--- config.mk ---
export PLATFORM = sky130hd
export DESIGN_NAME = flag_stack_unit_flat
export DESIGN_NICKNAME = d
export VERILOG_FILES = /design/src/rtl/flag_stack_unit_if.sv /design/src/rtl/flag_stack_unit.sv /design/src/flat_wrapper.sv
export SDC_FILE = /design/constraint.sdc
export NUM_CORES = 1
export LEC_CHECK = 0
export ABC_CLOCK_PERIOD_IN_PS = 2700
export BUFFER_PORTS_ARGS = -buffer_cell sky130_fd_sc_hd__buf_4
export CAP_MARGIN = 30
export CORE_MARGIN = 3
export CORE_UTILIZATION = 55
export CTS_BUF_LIST = sky130_fd_sc_hd__clkbuf_4
export DETAILED_ROUTE_END_ITERATION = 6
export PLACE_DENSITY = 0.83
export SLEW_MARGIN = 40
export SYNTH_ARGS = -nofsm -noshare
export SYNTH_HDL_FRONTEND = slang
export SYNTH_SLANG_ARGS = --single-unit
--- constraint.sdc ---
create_clock -name clk -period 2.7 [get_ports clk]
set_clock_uncertainty 0.1 [all_clocks]
set_input_delay 0.54 -clock clk [delete_from_list [all_inputs] [get_ports clk]]
set_output_delay 0.54 -clock clk [all_outputs]
set_load 0.02 [all_outputs]
--- src/rtl/flag_stack_unit_if.sv ---
// -----------------------------------------------------------------------------
// flag_stack_unit_if
// Bundles the flag-write, stack-control and status signals of flag_stack_unit.
//   master : drives flag_we, flag_mask, alu_flags, push, pop (and cond);
//            observes flags, flags_fwd, depth, stack_full, stack_empty,
//            ovf_err, unf_err (and cond_true).
//   slave  : the flag_stack_unit side (directions reversed).
// Optional macro FLAG_COND_EN adds cond[3:0] / cond_true.
// -----------------------------------------------------------------------------
interface flag_stack_unit_if #(
    parameter int NUM_FLAGS   = 4,
    parameter int STACK_DEPTH = 4,
    localparam int DW         = $clog2(STACK_DEPTH + 1)
);
    logic                 flag_we;
    logic [NUM_FLAGS-1:0] flag_mask;
    logic [NUM_FLAGS-1:0] alu_flags;
    logic                 push;
    logic                 pop;
    logic [NUM_FLAGS-1:0] flags;
    logic [NUM_FLAGS-1:0] flags_fwd;
    logic [DW-1:0]        depth;
    logic                 stack_full;
    logic                 stack_empty;
    logic                 ovf_err;
    logic                 unf_err;
`ifdef FLAG_COND_EN
    logic [3:0]           cond;
    logic                 cond_true;
`endif

    modport master (
        output flag_we, flag_mask, alu_flags, push, pop,
`ifdef FLAG_COND_EN
        output cond,
        input  cond_true,
`endif
        input  flags, flags_fwd, depth, stack_full, stack_empty, ovf_err, unf_err
    );

    modport slave (
        input  flag_we, flag_mask, alu_flags, push, pop,
`ifdef FLAG_COND_EN
        input  cond,
        output cond_true,
`endif
        output flags, flags_fwd, depth, stack_full, stack_empty, ovf_err, unf_err
    );
endinterface

--- src/rtl/flag_stack_unit.sv ---
// -----------------------------------------------------------------------------
// flag_stack_unit
// Architectural condition-flag register with per-bit write masking, a
// same-cycle forwarded view (flags_fwd) for branch resolution, and a LIFO
// shadow stack that saves/restores flags on exception entry/return.
// Flag bit order MSB..LSB: negative, overflow, zero, carry_out.
//
// Ports:
//   clk    : system clock, all state changes on the rising edge
//   reset  : synchronous, active-high reset
//   bus    : flag_stack_unit_if.slave (write controls, push/pop, status)
//
// Optional macro FLAG_COND_EN: adds cond[3:0] input and cond_true output,
// a condition-code evaluation on flags_fwd (needs NUM_FLAGS >= 4).
// -----------------------------------------------------------------------------
module flag_stack_unit #(
    parameter int NUM_FLAGS   = 4,
    parameter int STACK_DEPTH = 4,
    localparam int DW         = $clog2(STACK_DEPTH + 1)
) (
    input  logic               clk,
    input  logic               reset,
    flag_stack_unit_if.slave   bus
);

    if (STACK_DEPTH < 1) begin : g_depth_check
        $error("flag_stack_unit: STACK_DEPTH must be >= 1");
    end

    logic [NUM_FLAGS-1:0] r_flags;
    logic [DW-1:0]        r_depth;
    logic                 r_ovf;
    logic                 r_unf;
    // Plain register array: the top entry feeds flags_fwd combinationally,
    // so a registered-read memory cannot be used here.
    logic [NUM_FLAGS-1:0] r_stack [STACK_DEPTH];

    logic [NUM_FLAGS-1:0] w_masked;
    logic [NUM_FLAGS-1:0] w_top;
    logic [NUM_FLAGS-1:0] w_flags_next;
    logic [DW-1:0]        w_depth_next;
    logic [DW-1:0]        w_top_idx;
    logic [DW-1:0]        w_wr_idx;
    logic                 w_stack_we;
    logic                 w_set_ovf;
    logic                 w_set_unf;
    logic                 w_empty;
    logic                 w_full;

    assign w_empty   = (r_depth == '0);
    assign w_full    = (r_depth == DW'(STACK_DEPTH));
    assign w_top_idx = r_depth - DW'(1);
    assign w_masked  = (r_flags & ~bus.flag_mask) | (bus.alu_flags & bus.flag_mask);

    // Top-of-stack read mux; only consumed when the stack is not empty.
    always_comb begin
        w_top = '0;
        for (int i = 0; i < STACK_DEPTH; i++) begin
            if (w_top_idx == DW'(i)) begin
                w_top = r_stack[i];
            end
        end
    end

    // Next-state decode. A successful pop owns the flag register (restored
    // value wins over flag_we); push+pop on a non-empty stack is an exchange
    // of the top entry with the current flags.
    always_comb begin
        w_flags_next = r_flags;
        w_depth_next = r_depth;
        w_stack_we   = 1'b0;
        w_wr_idx     = r_depth;
        w_set_ovf    = 1'b0;
        w_set_unf    = 1'b0;
        if (reset) begin
            w_flags_next = '0;
            w_depth_next = '0;
        end else if (bus.pop && !w_empty) begin
            w_flags_next = w_top;
            if (bus.push) begin
                w_stack_we = 1'b1;
                w_wr_idx   = w_top_idx;
            end else begin
                w_depth_next = r_depth - DW'(1);
            end
        end else begin
            if (bus.flag_we) begin
                w_flags_next = w_masked;
            end
            if (bus.pop) begin
                w_set_unf = 1'b1;
            end
            if (bus.push) begin
                if (!w_full) begin
                    w_stack_we   = 1'b1;
                    w_wr_idx     = r_depth;
                    w_depth_next = r_depth + DW'(1);
                end else begin
                    w_set_ovf = 1'b1;
                end
            end
        end
    end

    always_ff @(posedge clk) begin
        if (reset) begin
            r_flags <= '0;
            r_depth <= '0;
            r_ovf   <= 1'b0;
            r_unf   <= 1'b0;
        end else begin
            r_flags <= w_flags_next;
            r_depth <= w_depth_next;
            r_ovf   <= r_ovf | w_set_ovf;
            r_unf   <= r_unf | w_set_unf;
        end
    end

    // Stack entries: each slot captures the pre-update flags when addressed.
    // Contents are not reset; depth alone defines validity.
    for (genvar gi = 0; gi < STACK_DEPTH; gi++) begin : g_stack
        always_ff @(posedge clk) begin
            if (w_stack_we && (w_wr_idx == DW'(gi))) begin
                r_stack[gi] <= r_flags;
            end
        end
    end

    assign bus.flags       = r_flags;
    assign bus.flags_fwd   = w_flags_next;
    assign bus.depth       = r_depth;
    assign bus.stack_full  = w_full & ~reset;
    assign bus.stack_empty = w_empty | reset;
    assign bus.ovf_err     = r_ovf;
    assign bus.unf_err     = r_unf;

`ifdef FLAG_COND_EN
    if (NUM_FLAGS < 4) begin : g_cond_check
        $error("flag_stack_unit: FLAG_COND_EN requires NUM_FLAGS >= 4");
    end else begin : g_cond
        logic w_n, w_v, w_z, w_c;
        logic w_cond;
        assign w_n = w_flags_next[3];
        assign w_v = w_flags_next[2];
        assign w_z = w_flags_next[1];
        assign w_c = w_flags_next[0];

        always_comb begin
            w_cond = 1'b0;
            case (bus.cond)
                4'd0:  w_cond = w_z;
                4'd1:  w_cond = ~w_z;
                4'd2:  w_cond = w_c;
                4'd3:  w_cond = ~w_c;
                4'd4:  w_cond = w_n;
                4'd5:  w_cond = ~w_n;
                4'd6:  w_cond = w_v;
                4'd7:  w_cond = ~w_v;
                4'd8:  w_cond = w_c & ~w_z;
                4'd9:  w_cond = ~w_c | w_z;
                4'd10: w_cond = (w_n == w_v);
                4'd11: w_cond = (w_n != w_v);
                4'd12: w_cond = ~w_z & (w_n == w_v);
                4'd13: w_cond = w_z | (w_n != w_v);
                4'd14: w_cond = 1'b1;
                default: w_cond = 1'b0;
            endcase
        end

        // Gated explicitly: codes like NE would otherwise be true on the
        // all-zero forwarded value during reset.
        assign bus.cond_true = w_cond & ~reset;
    end
`endif

endmodule

--- src/flat_wrapper.sv ---
// flat-port wrapper written by rule: the top's interface ports become plain ports
module flag_stack_unit_flat 
#(
    parameter int NUM_FLAGS   = 4,
    parameter int STACK_DEPTH = 4,
    localparam int DW         = $clog2(STACK_DEPTH + 1)
)
  (clk, reset, bus_flag_we, bus_flag_mask, bus_alu_flags, bus_push, bus_pop, bus_flags, bus_flags_fwd, bus_depth, bus_stack_full, bus_stack_empty, bus_ovf_err, bus_unf_err);
  flag_stack_unit_if #(.NUM_FLAGS(NUM_FLAGS), .STACK_DEPTH(STACK_DEPTH)) bus_i ();
  input  logic clk;
  input  logic reset;
  input wire logic [$bits(bus_i.flag_we)-1:0] bus_flag_we;
  input wire logic [$bits(bus_i.flag_mask)-1:0] bus_flag_mask;
  input wire logic [$bits(bus_i.alu_flags)-1:0] bus_alu_flags;
  input wire logic [$bits(bus_i.push)-1:0] bus_push;
  input wire logic [$bits(bus_i.pop)-1:0] bus_pop;
  output wire logic [$bits(bus_i.flags)-1:0] bus_flags;
  output wire logic [$bits(bus_i.flags_fwd)-1:0] bus_flags_fwd;
  output wire logic [$bits(bus_i.depth)-1:0] bus_depth;
  output wire logic [$bits(bus_i.stack_full)-1:0] bus_stack_full;
  output wire logic [$bits(bus_i.stack_empty)-1:0] bus_stack_empty;
  output wire logic [$bits(bus_i.ovf_err)-1:0] bus_ovf_err;
  output wire logic [$bits(bus_i.unf_err)-1:0] bus_unf_err;
  assign bus_i.flag_we = bus_flag_we;
  assign bus_i.flag_mask = bus_flag_mask;
  assign bus_i.alu_flags = bus_alu_flags;
  assign bus_i.push = bus_push;
  assign bus_i.pop = bus_pop;
  assign bus_flags = bus_i.flags;
  assign bus_flags_fwd = bus_i.flags_fwd;
  assign bus_depth = bus_i.depth;
  assign bus_stack_full = bus_i.stack_full;
  assign bus_stack_empty = bus_i.stack_empty;
  assign bus_ovf_err = bus_i.ovf_err;
  assign bus_unf_err = bus_i.unf_err;
  flag_stack_unit #(.NUM_FLAGS(NUM_FLAGS), .STACK_DEPTH(STACK_DEPTH)) u_core (.clk(clk), .reset(reset), .bus(bus_i));
endmodule
Word level (Yosys, flattened, before mapping)
Memory sizes are Yosys's and may differ from the RTL's.
Cells that the tools add are included.
{"block": "totals", "output_inout_bits": 15, "ram_bits": 16, "memories": 1, "input_bits": 13, "register_bits": 9}
{"block": "classes", "n_addsub": 2, "eq_ne": 9, "n_reduce_logical": 14, "bitwise_logic": 9, "n_mux": 43}
{"name": "u_core.r_stack", "words": 4, "word_bits": 4, "read_ports": 4, "rd_clocked_by_memory_dff": 0, "write_ports": 1, "line": "flag_stack_unit.sv:36", "source": "logic [NUM_FLAGS-1:0] r_stack [STACK_DEPTH];"}
{"operator": "$mux 4", "n": 10}
{"operator": "$mux 1", "n": 23}
{"operator": "$mux 3", "n": 7}
{"operator": "$eq 3x2->1 const B", "n": 4}
{"operator": "$reduce_or 4->1", "n": 3}
{"operator": "$logic_not 3->1", "n": 3}
{"operator": "$and 4x4->4", "n": 2}
{"operator": "$eq 3x1->1 const B", "n": 2}
{"operator": "$mux 2", "n": 3}
{"operator": "$logic_and 1x1->1", "n": 5}
{"operator": "$ne 2x2->1 const B", "n": 2}
{"operator": "$not 4->4", "n": 1}
{"operator": "$or 4x4->4", "n": 1}
{"operator": "$add 3x1->3 const B", "n": 1}
{"operator": "$eq 3x3->1 const B", "n": 1}
{"operator": "$or 1x1->1", "n": 3}
{"operator": "$reduce_and 3->1", "n": 1}
{"operator": "$sub 3x1->3 const B", "n": 1}
{"operator": "$reduce_bool 2->1", "n": 1}
{"operator": "$and 1x1->1", "n": 1}
{"operator": "$logic_not 1->1", "n": 1}
{"operator": "$not 1->1", "n": 1}

Longest topological paths before layout
Gate-level depths: netlist of the first run.
{"block": "logic_depth", "ltp_word": 13, "mapped_depth": 9}

Worst setup path before layout of the first run
No wires, ideal clock.
{"block": "synth_path", "path_type": "register -> output", "from": "reg u_core.r_depth[1] (netlist: u_core.bus.depth[1])", "to": "out bus_flags_fwd[0]", "stages_incl_launch_ff": 8, "path_slack_ns": -0.116, "arrival_time_ns": 2.176, "cell_sequence": "dfxtp_1 clkbuf_1 inv_1 ha_1 xor2_1 nor2_1 a31oi_1 a311oi_1"}
{"block": "synth_between", "elab_chain_cells": 8, "elab_cells_between_ends": 14, "cone_classes": "1 x add/sub; 3 x eq/ne; 6 x mux; 4 x reduce/logical"}
{"element": "from (decl)", "line": "flag_stack_unit.sv:31", "source": "logic [DW-1:0] r_depth;"}
{"element": "from (signal assigned)", "line": "flag_stack_unit.sv:113", "source": "r_depth <= w_depth_next;"}
{"element": "$sub 3x1->3", "line": "flag_stack_unit.sv:52", "source": "assign w_top_idx = r_depth - DW'(1);"}
{"element": "$logic_not 3->1", "line": "flag_stack_unit.sv:59", "source": "if (w_top_idx == DW'(i)) begin"}
{"element": "$mux 4 (4 in a row)", "line": "flag_stack_unit.sv:59"}
{"element": "$mux 4 (*)", "line": "flag_stack_unit.sv:78", "source": "end else if (bus.pop && !w_empty) begin"}
{"element": "$mux 4 (*)", "line": "flag_stack_unit.sv:75", "source": "if (reset) begin"}
{"element": "to (decl)", "line": "flat_wrapper.sv:18", "source": "output wire logic [$bits(bus_i.flags_fwd)-1:0] bus_flags_fwd;"}
Every way passes the cells marked *; elsewhere a longest branch is shown, timed or not.

Final worst setup path of the first run
Ends and elaborated chain as after synthesis.

==> results of run 1 <==
==> cell usage in the layout, fill, tap and decap left out, types with 3 or more instances in the layout <==
cell                        n
sky130_fd_sc_hd__nor2_1     7
sky130_fd_sc_hd__o21ai_0    5
sky130_fd_sc_hd__ha_1       3
sky130_fd_sc_hd__edfxtp_1  16
sky130_fd_sc_hd__clkbuf_4   4
sky130_fd_sc_hd__nand2b_1   6
sky130_fd_sc_hd__dfxtp_1    7
sky130_fd_sc_hd__a221o_1    4
sky130_fd_sc_hd__nand2_1   13
sky130_fd_sc_hd__a311oi_1   4
sky130_fd_sc_hd__a21oi_1    7
sky130_fd_sc_hd__a31oi_1    3
sky130_fd_sc_hd__inv_1      3
sky130_fd_sc_hd__a21boi_0   4
sky130_fd_sc_hd__a31oi_4    3
sky130_fd_sc_hd__nand3_1   10
sky130_fd_sc_hd__buf_4     37
sky130_fd_sc_hd__a311oi_2   4
==> layout make-up <==
cell class | count | area (um^2)
clock buffers | 4 | 30.0
fillers | 135 | 492
inverters | 5 | 22.5
multi-input cells | 96 | 774
flip-flops and latches | 25 | 666
well taps | 28 | 35.0
repair buffers | 37 | 278
==> per-stage QoR <==
stage | utilization | setup TNS [ns]
3_5_place_dp | 0.707 | 0
5_1_grt | 0.786 | -0.500
6_report | 0.786 | -0.182
4_1_cts | 0.754 | -0.0396
3_3_place_gp | 0.707 | 0
2_1_floorplan | - | 0
==> worst paths after layout <==
check / from / end / slack, ns / depth (start not counted)
worst max-delay path: u_core.bus.depth[1]$_SDFFE_PP0P_ / bus_flags_fwd[0] / -0.06 / 7
worst max register to register: u_core.bus.depth[1]$_SDFFE_PP0P_ / u_core.r_stack[0][1]$_DFFE_PP_ / 0.29 / 7
worst min register to register: u_core.bus.unf_err$_SDFF_PP0_ / u_core.bus.unf_err$_SDFF_PP0_ / 0.41 / 2
worst min-delay path: reset / u_core.bus.depth[0]$_SDFFE_PP0P_ / 0.41 / 2
==> routing by layer <==
| metal | GRT usage | share of wire |
|---|---|---|
| met1 | 0.291 | 0.37 |
| met2 | 0.392 | 0.50 |
| met3 | 0.0534 | 0.096 |
| met4 | 0.0983 | 0.033 |
| met5 | 0 | 0 |
==> power groups by stage <==
| stage | Clock (mW) | Sequential (mW) | Combinational (mW) |
|---|---|---|---|
| 2_1_floorplan | 0 | 0.635 | 0.598 |
| 3_3_place_gp | 0 | 0.590 | 0.925 |
| 3_5_place_dp | 0 | 0.594 | 0.952 |
| 4_1_cts | 0.185 | 0.587 | 1.09 |
| 5_1_grt | 0.204 | 0.610 | 1.34 |
| 6_report | 0.190 | 0.596 | 1.27 |
==> critical path, delay by kind of cell, from the launching register on <==
kind,cells,cell delay [ns]
buf+inv,2,0.36
flops,1,0.39
compound gates,2,0.38
fa+ha+maj,1,0.25
simple gates,1,0.24
xor+xnor,1,0.16
==> state kept, by name (all words and copies together), names as in the netlist <==
signal	cells
u_core.bus.depth	3
u_core.bus.flags	4
u_core.bus.ovf_err	1
u_core.bus.unf_err	1
u_core.r_stack	16
==> logic make-up after synthesis <==
group,share of synthesized area
and+or+nand+nor,0.170
xor gates and xnor gates,0.0192
DFF,0.482
adders and majority gates,0.0547
buffers and inverters,0.0538
AOI/OAI and AO/OA,0.221
==> what timing repair did <==
action                                 CTS  global route
pin swaps                                2            11
setup endpoints to repair                4             4
resized for setup                       15             8
endpoints found under the hold margin    0             0
setup buffers                            2             2
==> run summary, run 1 <==
The pre-antenna-repair detailed-routing pass consisted of 6 iterations. The run finished, with violations left. The fraction of post-synthesis cell area in the top cell type by area was 0.350.

The detailed router placed 1263 vias in this run. In this run the power spent charging and discharging nets is 935 uW. Once detailed placement completed, the half-perimeter wirelength came to 2410 um.

The post-placement cell area is 0.00162 mm^2. The final critical delay including setup and external delays came out at 2.76 ns. Traced cell by cell, the critical path runs through clkinvlp_4, ha_4, xor2_4, nor2_4, a31oi_2, a311oi_2, buf_4. Number of I/O port buffers: 27. The layout cell share with drive strength beyond 1 works out to 0.371. The post-synthesis instance area came out at 0.00137 mm^2. In the routed design, unresolved DRC markers number 0. Portion of total power attributed to combinational logic: 0.617. Once detail routing completed, the nets flagged for antenna violations numbered 0.

The clock-pin slew on the worst setup and hold paths was 0.14 ns; the total core area was 0.00230 mm^2. Worst endpoint required time: 2.06 ns. Hold buffer count at cts: 0. The finished cells cover 0.00181 mm^2.

Clock latency on the worst-skew pair, taken at its later pin, is 0.33 ns. The switching part of the total power was 0.455; the number of global-route vias before repair was 1169. The die span in x is 55.9 um.

Derived from the worst setup path, the maximum achievable clock frequency is 362 MHz. In the synthesized netlist, the number of instances is 135. The sequential cell area fraction in the yosys report was 0.482. The most used flip-flop cell after synthesis is sky130_fd_sc_hd__edfxtp_1.

In the final routed layout, each cell accounts on average for 20.1 um. Entering global routing, the biggest net connects 19 pins. The run gives 3920 um as the total wire length after detailed routing.

OpenSTA, run right after detailed placement, puts the worst setup slack at 0.165 ns. The number of library cell types mapped by synthesis was 33; the standby leakage power was 0.653 nW. The maximum count of clock buffers along a single path came out at 2. The logs give 0 for the number of max-cap violations and 1.12 mW for the internal cell power.

The hold violation total from the final report was 0. Each instance of the synthesized netlist takes up on average 10.2 um^2. The worst vdd rail ir drop is 0.828 mV, and the actual transition at the worst max-transition pin is 0.461 ns.

The tools report the number of ports placed on the die boundary as 28. The areal power density over the cells is 1140 mW/mm^2. The tools report the starting density of the core as 0.597.

The largest single stage delay on the critical path is 0.39 ns. The run gives 0 as the total count of max-transition violations in the final report. Kind of end point of the critical path: an output port. Setup repair after global routing could not meet its margin everywhere. The finished layout holds 195 standard cells, fillers aside.

The post-layout net count is 187. The part of the total power dissipated in sequential elements is 0.291. The worst min-delay path category is input pin to flip-flop. Clock tree synthesis inserted a total of 3 buffers.

The largest fanout of any net on the critical path is 6, and the number of design-rule violations left by the first detailed-router iteration is 79. The tools report the deepest level of the CTS H-tree as 1. By instance count, the leading cell after synthesis is sky130_fd_sc_hd__edfxtp_1. The die covers 0.00313 mm^2.

The number of synthesized flops with an enable pin works out to 16. The slack of the critical path is -0.0627 ns, and the post-synthesis register bit count is 25. Hold timing on the final database bottoms out at a slack of 0.407 ns. Counting instances in the post-synthesis netlist gives the leading cell types as 16 x sky130_fd_sc_hd__edfxtp_1, 13 x sky130_fd_sc_hd__nand2_1, 10 x sky130_fd_sc_hd__nand3_1. Kind of critical path: flip-flop to output port.

The first global-routing pass estimated 5620 um of wire. The number of sinks driven by the clock tree came out at 25. The floorplan die height was 55.9 um; the number of warning messages in the yosys log was 0.

After global routing the overflow that remains totals 0. STA classifies the critical path startpoint as a flip-flop. TritonCTS built the clock tree.

The cell at the root of the clock tree was sky130_fd_sc_hd__clkbuf_4. The net count of the mapped netlist is 154. For the normalized max-slew margin, the log shows 0.692. The number of antenna diodes came out at 0. The tools report the number of antenna violations at the first check in global routing as 0. For the relative contribution of the clock network to total power, the log shows 0.093.

Data on the critical path arrives at its endpoint at 2.12 ns. The proportion of register bits with asynchronous set or reset after synthesis came out at 0. By area the synthesized netlist is led by sky130_fd_sc_hd__edfxtp_1 35%, sky130_fd_sc_hd__dfxtp_1 13%, sky130_fd_sc_hd__ha_1 5.5%. The global-route usage over all layers is 0.234, and the last weighted congestion value of the routability-driven placer is 0.937.

Summed over all instances, the cell type with the most area after synthesis is sky130_fd_sc_hd__edfxtp_1. Library cell contributing the largest single delay on the critical path: sky130_fd_sc_hd__dfxtp_4. Setup violations remaining at the end of the flow were counted as 4.

The checks that failed: setup timing. The floorplan has 17 rows. The design draws 2.05 mW. The final critical-path share of the clock period is 1.02. The number of placed instances, taps included, is 187.

Relative to the synthesized area, the layout overhead comes to 31.7%. After detailed routing, the number of vias per cell comes to 6.48.
Note: power is estimated with default switching activity, not from simulation.
==> inputs of run 2 (changes only) <==
--- a/config.mk
+++ b/config.mk
@@ -12,6 +12,7 @@
 export CORE_UTILIZATION = 55
 export CTS_BUF_LIST = sky130_fd_sc_hd__clkbuf_4
 export DETAILED_ROUTE_END_ITERATION = 6
+export MAX_ROUTING_LAYER = met4
 export PLACE_DENSITY = 0.83
 export SLEW_MARGIN = 40
 export SYNTH_ARGS = -nofsm -noshare
==> run 2 against run 1 <==
The run still ends with setup timing left. Final cell count stayed put. Via count is 0.24% higher. Non-clock buffer count stayed put. Global-route usage is 0.66 points higher. Critical path depth stayed put. Hold slack better by 0.0046 ns. Maximum frequency is 0.13% higher. Total power is 0.14% lower. Clock power hardly changed. Sequential cell count stayed put. Critical path type unchanged. Highest routed layer unchanged.
==> run summary, run 2 (same netlist as run 1, synthesis figures left out) <==
The run finished, with violations left. The checks that failed: setup timing. After legalization and detailed placement, the total HPWL measured 2410 um. The routed via count divided by cell count was 6.49.

The final critical-path share of the clock period is 1.02. The number of I/O port buffers is 27. The layout cell share with drive strength beyond 1 is 0.371. Across all layers, the routed design uses 1266 vias. For the switching power, the log shows 932 uW. The die is 55.9 um tall. Setup violations remaining at the end of the flow were counted as 4. In this run the power density over the cells is 1140 mW/mm^2. The tools report the final-layout setup total negative slack as -0.151 ns.

The floorplan has 17 rows. The delay of the slowest critical-path stage came out at 0.39 ns. The number of antenna violations at the first check in global routing is 0, and the relative contribution of the clock network to total power is 0.092. The congestion estimate from routability-driven global placement came to 0.954.

The run gives 3 as the number of buffers inserted during clock tree synthesis. The synthesis-to-layout area growth came out at 31.7%. In this run, post-CTS hold repair placed 0 buffers. The largest individual stage delay along the critical path comes from the cell sky130_fd_sc_hd__dfxtp_4.

The kind of cell adding the most delay to the critical path is flip-flops. The first global-routing pass estimated 5630 um of wire. The most frequent standard cell in the layout excluding fill and tap cells was sky130_fd_sc_hd__buf_4. Setup repair after global routing could not meet its margin everywhere. Static timing analysis puts the maximum clock frequency at 362 MHz.

The routed design has 3910 um of wire. After detailed routing, the average wire length per cell comes to 20.1 um. The global-route usage over all layers is 0.241, and the portion of total power attributed to combinational logic is 0.617. During I/O placement, the number of pins put on the boundary was 28. Once layout is done, the placed cells without fillers occupy 0.00181 mm^2.

Largest fanout of any net on the critical path: 6. The buffers plus inverters on the worst setup path came out at 2. Fill cell instance count of the final layout: 135. The hold violation total from the final report is 0, and the length of the first detailed-routing pass in iterations is 5. u_core.r_stack holds more flip-flops than any other register. Summed over all cells, the static leakage comes to 0.653 nW. The die covers 0.00313 mm^2. Number of nets with antenna violations after routing: 0. The number of global-route vias before repair is 1167, and the slack of the critical path is -0.0592 ns.

Deepest level of the CTS H-tree: 1. The floorplan step set the die width to 55.9 um. The routed design could run at a clock period as short as 2.76 ns. The number of antenna diodes in the final layout is 0. The run gives 0.165 ns as the worst slack at placement. TritonCTS built the clock tree. Hold is met by 0.411 ns.

The flip-flop count of the largest register after layout was 16. The min-delay analysis places its worst path in the category input pin to flip-flop. Part of the total power dissipated in sequential elements: 0.291. Across the VDD grid, the largest voltage drop is 0.831 mV. The later pin in the worst-skew pair is clocked with a latency of 0.33 ns. The normalized max-slew margin came out at 0.689. The switching part of the total power was 0.455.

In the layout the commonest cells are 37 x sky130_fd_sc_hd__buf_4, 16 x sky130_fd_sc_hd__edfxtp_1, 13 x sky130_fd_sc_hd__nand2_1. Kind of critical path: flip-flop to output port. The total count of max-transition violations in the final report came out at 0.

The total area inside the core boundary comes to 0.00230 mm^2. The tree built by TritonCTS fans out to 25 sinks. The run gives 0.786 as the core occupancy in the finished layout.

In the routed design, unresolved DRC markers number 0. Summed over all layers, the global routing overflow is 0. The critical path goes through clkinvlp_4, ha_4, xor2_4, nor2_4, a31oi_2, a311oi_2, buf_4.

The final layout contains 187 nets. Clock-pin slew on the worst setup and hold paths: 0.14 ns. Kind of start point of the critical path: a flip-flop.

Data on the critical path arrives at its endpoint at 2.12 ns. Internal cell power: 1.12 mW. Data on the critical path is required at its endpoint by 2.06 ns. For the pin with the worst max-slew slack, the measured transition is 0.466 ns. The worst setup path is captured at an output port.

The tools report the starting density of the core as 0.597. CTS placed an instance of sky130_fd_sc_hd__clkbuf_4 at the clock tree root. The clock passes through at most 2 buffers. The tool flagged a number of max-cap violations equal to 0. For this block, the initial DRC count from the detailed router was 88. Entering global routing, the biggest net connects 19 pins.

The placed instances occupy a cell area of 0.00162 mm^2.
-- run 2: cell counts in the layout (fill, tap and decap cells not counted) --
No cell type changed its count.
-- run 2: repair_timing --
action,in CTS,in global routing
pin swaps,2,11
hold endpoints to repair,0,0
setup endpoints to repair,4,4
buffers inserted,2,2
resized for setup,15,8
-- run 2: worst paths after layout --
check	from	to	slack, ns	cells past startpoint
hold reg to reg	u_core.bus.unf_err$_SDFF_PP0_	u_core.bus.unf_err$_SDFF_PP0_	0.42	2
hold / removal	reset	u_core.bus.depth[2]$_SDFFE_PP0P_	0.41	2
setup reg to reg	u_core.bus.depth[1]$_SDFFE_PP0P_	u_core.r_stack[0][2]$_DFFE_PP_	0.29	7
setup / recovery	u_core.bus.depth[1]$_SDFFE_PP0P_	bus_flags_fwd[0]	-0.06	7
-- run 2: power by group through the flow --
stage	logic [mW]	registers [mW]	clock network [mW]
3_5_place_dp	0.952	0.594	0
2_1_floorplan	0.598	0.635	0
5_1_grt	1.34	0.609	0.206
4_1_cts	1.09	0.587	0.185
3_3_place_gp	0.925	0.590	0
6_report	1.27	0.596	0.188
-- run 2: worst register-to-register path, stage by stage (launching register included) --
cell and delay [ns]:
sky130_fd_sc_hd__dfxtp_4 0.39, sky130_fd_sc_hd__clkinvlp_4 0.17, sky130_fd_sc_hd__ha_4 0.25, sky130_fd_sc_hd__buf_4 0.14
sky130_fd_sc_hd__nand2_1 0.13, sky130_fd_sc_hd__nor3_2 0.05, sky130_fd_sc_hd__a2111o_1 0.43, sky130_fd_sc_hd__a21oi_1 0.40
-- run 2: routing by layer --
layer / up-vias / wire (um) / track usage
met3: 14 / 329 / 0.0510
met2: 81 / 1950 / 0.390
met1: 595 / 1490 / 0.294
met4: 0 / 139 / 0.0983
met5: - / 0 / -
li1: 576 / - / -
-- run 2: area by class of cell --
type,instances,area [um^2],area share
Multi-Input combinational cell,96,774,0.429
Inverter,5,22.5,0.0125
Timing Repair Buffer,37,278,0.154
Tap cell,28,35.0,0.0194
Clock buffer,4,30.0,0.0166
Sequential cell,25,666,0.369
-- run 2: through the flow --
step | std cells | power, mW
floorplan | 135 | 1.23
global placement | 187 | 1.52
detailed placement | 187 | 1.55
CTS | 193 | 1.86
global route | 195 | 2.15
finish | 195 | 2.05
==> inputs of run 3 (changes only) <==
--- a/config.mk
+++ b/config.mk
@@ -5,6 +5,7 @@
 export SDC_FILE = /design/constraint.sdc
 export NUM_CORES = 1
 export LEC_CHECK = 0
+export ABC_AREA = 1
 export ABC_CLOCK_PERIOD_IN_PS = 2700
 export BUFFER_PORTS_ARGS = -buffer_cell sky130_fd_sc_hd__buf_4
 export CAP_MARGIN = 30
@@ -14,6 +15,7 @@
 export DETAILED_ROUTE_END_ITERATION = 6
 export MAX_ROUTING_LAYER = met4
 export PLACE_DENSITY = 0.83
+export RECOVER_POWER = 100
 export SLEW_MARGIN = 40
 export SYNTH_ARGS = -nofsm -noshare
 export SYNTH_HDL_FRONTEND = slang
==> run 3 against run 2 <==
Sequential cell count is the same. The flow now finishes without violations. Total power down 14%. Count of clock-buffer cells in the layout decreased by 1. Worst setup slack improved by 0.18 ns. Critical path type unchanged. Critical path depth is 5 higher. Design area shrank 8.0%.
==> run summary, run 3 <==
The run finished with clean final reports. After detailed routing, the number of remaining DRC violations is 0. For this design the total switching power over the nets is 852 uW. The total overflow left after global routing is 0.

After detailed routing, the average wire length per cell comes to 13.7 um. In the routed layout, each cell is associated on average with a via count of 5.42. A synthesized cell averages 8.26 um^2.

The reg-to-reg critical path startpoint was u_core.bus.depth[1]$_SDFFE_PP0P_. The clock-pin slew on the worst setup and hold paths is 0.14 ns, and the relative contribution of the clock network to total power is 0.099. The fraction of post-synthesis cell area in the top cell type by area is 0.342, and the starting density of the core is 0.606. The tools report the post-synthesis instance area as 0.00140 mm^2. The capture endpoint of the worst hold path is u_core.bus.depth[0]$_SDFFE_PP0P_. The initialized floorplan defines 17 standard-cell rows.

In this run the power density over the cells is 1060 mW/mm^2. For this design the top-level I/O count stands at 28. The run gives 0.273 ns as the worst slack at placement.

Of all nets on the critical path, the largest fanout is 8. The post-synthesis share of cell area spent on and, or, nand and nor gates is 0.304. The global-route usage over all layers is 0.207. The area of all placed cells without fillers is 0.00166 mm^2, and the length of the first detailed-routing pass in iterations is 4. For this design the static power due to leakage is 0.771 nW.

The first routing iteration left 54 violations. During synthesis, Yosys emitted a total of 0 warnings. The post-synthesis share of cell area spent on xor and xnor gates was 0.0125; the via count of the routed design was 1252. Across the VDD grid, the largest voltage drop is 0.688 mV.

The die covers 0.00319 mm^2. The kind of end point of the critical path is an output port. The largest family of logic cells by synthesized area is simple AND/OR/NAND/NOR gates. The clock passes through at most 2 buffers. The number of antenna diodes in the final layout is 0. Counting flops with a built-in enable in the synthesized netlist gives 16. Number of nets with antenna violations after routing: 0. The floorplan die height was 56.5 um. The worst register-to-register path ends at u_core.r_stack[0][2]$_DFFE_PP_. The most frequent standard cell in the layout excluding fill and tap cells is sky130_fd_sc_hd__nand2_1.

Counting instances, the worst hold path has a depth of 2. The total count of max-transition violations in the final report was 0; the hold buffer count at cts was 0. Number of placed cells counting well taps: 222. Data on the critical path is required at its endpoint by 2.06 ns. The adder-cell share of the synthesized area came out at 0.0535. Number of antenna violations at the first check in global routing: 0.

The routed design has 3180 um of wire. The register with the most flip-flops in the layout has 16 of them. The tools report the number of instances in the synthesized netlist as 170. Launch point of the worst hold path: reset. Kind of critical path: flip-flop to output port. The die span in x came out at 56.5 um. Timing would allow up to 388 MHz.

TritonCTS built the clock tree. Setup violations remaining at the end of the flow were counted as 0. The kind of start point of the critical path is a flip-flop. The top flip-flop cell by instance count after synthesis is sky130_fd_sc_hd__edfxtp_1. The final critical delay including setup and external delays was 2.58 ns. The synthesized design spends more area on one cell type than any other, namely sky130_fd_sc_hd__edfxtp_1. The compound-gate portion of the synthesized area works out to 0.0758.

The run gives 0.00232 mm^2 as the total core area. Entering global routing, the biggest net connects 20 pins. Top register by number of flip-flops: u_core.r_stack. The actual transition at the worst max-transition pin came out at 0.513 ns.

The internal cell power came out at 912 uW. Counting every net in the synthesized netlist gives 189. Normalized max-slew margin: 0.655.

In the post-synthesis netlist, the biggest area contributors are sky130_fd_sc_hd__edfxtp_1 34%, sky130_fd_sc_hd__dfxtp_1 13%, sky130_fd_sc_hd__nand2_1 12%. The library cells used most frequently in the layout, excluding fill and tap cells, are 43 x sky130_fd_sc_hd__nand2_1, 27 x sky130_fd_sc_hd__nand3_1, 20 x sky130_fd_sc_hd__inv_1. Worst-case hold slack: 0.322 ns. Part of the total power dissipated in sequential elements: 0.338. For the half-perimeter wire length after placement, the log shows 2340 um.

The tools report the worst endpoint data arrival time as 1.94 ns. The layout cell share with drive strength beyond 1 is 0.236. The hold violation total from the final report is 0, and the sequential cell area fraction in the yosys report is 0.471. The synthesis-to-layout area growth was 18.3%. The post-placement cell area was 0.00162 mm^2; the global-route wire length before repair was 5070 um. sky130_fd_sc_hd__nand2_1 is the most common cell in the netlist. Number of global-route vias before repair: 1089.

The tree is rooted in a sky130_fd_sc_hd__clkbuf_4. The tool flagged a number of max-cap violations equal to 0. The logs give 0.31 ns for the clock insertion delay at the later pin of the skew report and 223 for the post-layout net count. The final critical-path share of the clock period came out at 0.955. For this run, the number of standard cells in the final layout without fillers is 231. The worst register-to-register path has a depth of 12.

The min-delay analysis places its worst path in the category input pin to flip-flop. Input and output buffers added on the ports amount to 27. The proportion of register bits with asynchronous set or reset after synthesis is 0, and the portion of netlist area occupied by mux cells is 0. The switching part of the total power was 0.483; the number of library cell types mapped by synthesis was 23. Portion of total power attributed to combinational logic: 0.563.

The deepest level of the CTS H-tree is 1, and the reg2reg setup slack is 0.46 ns. Summed over all failing endpoints, the final setup total negative slack is 0 ns. The number of buffers inserted during clock tree synthesis was 3; the post-synthesis register bit count was 25. The slack of the critical path is 0.120 ns, and the total power after layout is 1.76 mW. The clock drives 25 sinks. Last weighted congestion value of the routability-driven placer: 0.856. Core occupancy in the finished layout: 0.716. By count the netlist is led by 44 x sky130_fd_sc_hd__nand2_1, 27 x sky130_fd_sc_hd__nand3_1, 22 x sky130_fd_sc_hd__inv_1.
## run 3: changes by cell type after synthesis, sizes merged, moves of 4 or more
cell / change
nand2b: -7
inv: +21
a21oi: +5
nand3: +19
buf: -4
nand2: +37
a31oi: -6
a221o: -4
a311oi: -8
a21boi: -4
## run 3: logic make-up after synthesis
logic type / Yosys count
AND/OR/NAND/NOR: 89
buffers and inverters: 29
flip-flops: 25
AO/OA/AOI/OAI: 19
adder cells (fa/ha/maj): 6
XOR/XNOR: 2
## run 3: layout make-up
cell class                      count  area (um^2)
Fill cell                         181          658
Clock inverter                      1         7.51
Tap cell                           28         35.0
Timing Repair Buffer               31          190
Multi-Input combinational cell    117          639
Sequential cell                    25          668
Clock buffer                        3         22.5
Inverter                           26         97.6
## run 3: critical path: stages, from the launching register on
cell                      delay [ns]
sky130_fd_sc_hd__dfxtp_4        0.39
sky130_fd_sc_hd__inv_2          0.11
sky130_fd_sc_hd__ha_1           0.19
sky130_fd_sc_hd__inv_1          0.06
sky130_fd_sc_hd__nand2_2        0.10
sky130_fd_sc_hd__nand2_4        0.09
sky130_fd_sc_hd__buf_4          0.14
sky130_fd_sc_hd__nand3_1        0.06
sky130_fd_sc_hd__nand2_1        0.06
sky130_fd_sc_hd__inv_1          0.05
sky130_fd_sc_hd__nand2_1        0.09
sky130_fd_sc_hd__a21oi_2        0.13
sky130_fd_sc_hd__buf_4          0.15
## run 3: worst max path at each step
stage / start / endpoint / slack, ns / cells after the start
floorplan: u_core.bus.depth[0]$_SDFFE_PP0P_ / bus_flags_fwd[2] / 0.26 / 10
global placement: u_core.bus.depth[0]$_SDFFE_PP0P_ / bus_flags_fwd[1] / 0.38 / 10
detailed placement: u_core.bus.depth[0]$_SDFFE_PP0P_ / bus_flags_fwd[1] / 0.27 / 10
CTS: u_core.bus.depth[0]$_SDFFE_PP0P_ / bus_flags_fwd[1] / -0.004 / 10
global route: u_core.bus.depth[1]$_SDFFE_PP0P_ / bus_flags_fwd[0] / -0.02 / 12
finish: u_core.bus.depth[1]$_SDFFE_PP0P_ / bus_flags_fwd[0] / 0.12 / 12
## run 3: repair_timing
| action | in CTS | in global routing |
|---|---|---|
| cloned | 0 | 1 |
| hold endpoints to repair | 0 | 0 |
| resized for setup | 3 | 7 |
| pin swaps | 0 | 1 |
| endpoints found under the setup margin | 4 | 4 |
| buffers inserted | 0 | 4 |
## run 3: power groups by stage
| stage | logic [mW] | registers [mW] | clock network (mW) |
|---|---|---|---|
| detailed placement | 0.918 | 0.598 | 0 |
| global route | 1.10 | 0.609 | 0.194 |
| global placement | 0.891 | 0.593 | 0 |
| CTS | 0.929 | 0.592 | 0.176 |
| floorplan | 0.645 | 0.624 | 0 |
| finish | 0.992 | 0.596 | 0.175 |
## run 3: layer usage
metal	global-route usage	share of wire	vias up
li1	-	-	621
met1	0.275	0.43	580
met2	0.343	0.50	49
met3	0.0207	0.062	2
met4	0.0407	0.0041	0
met5	-	0	-
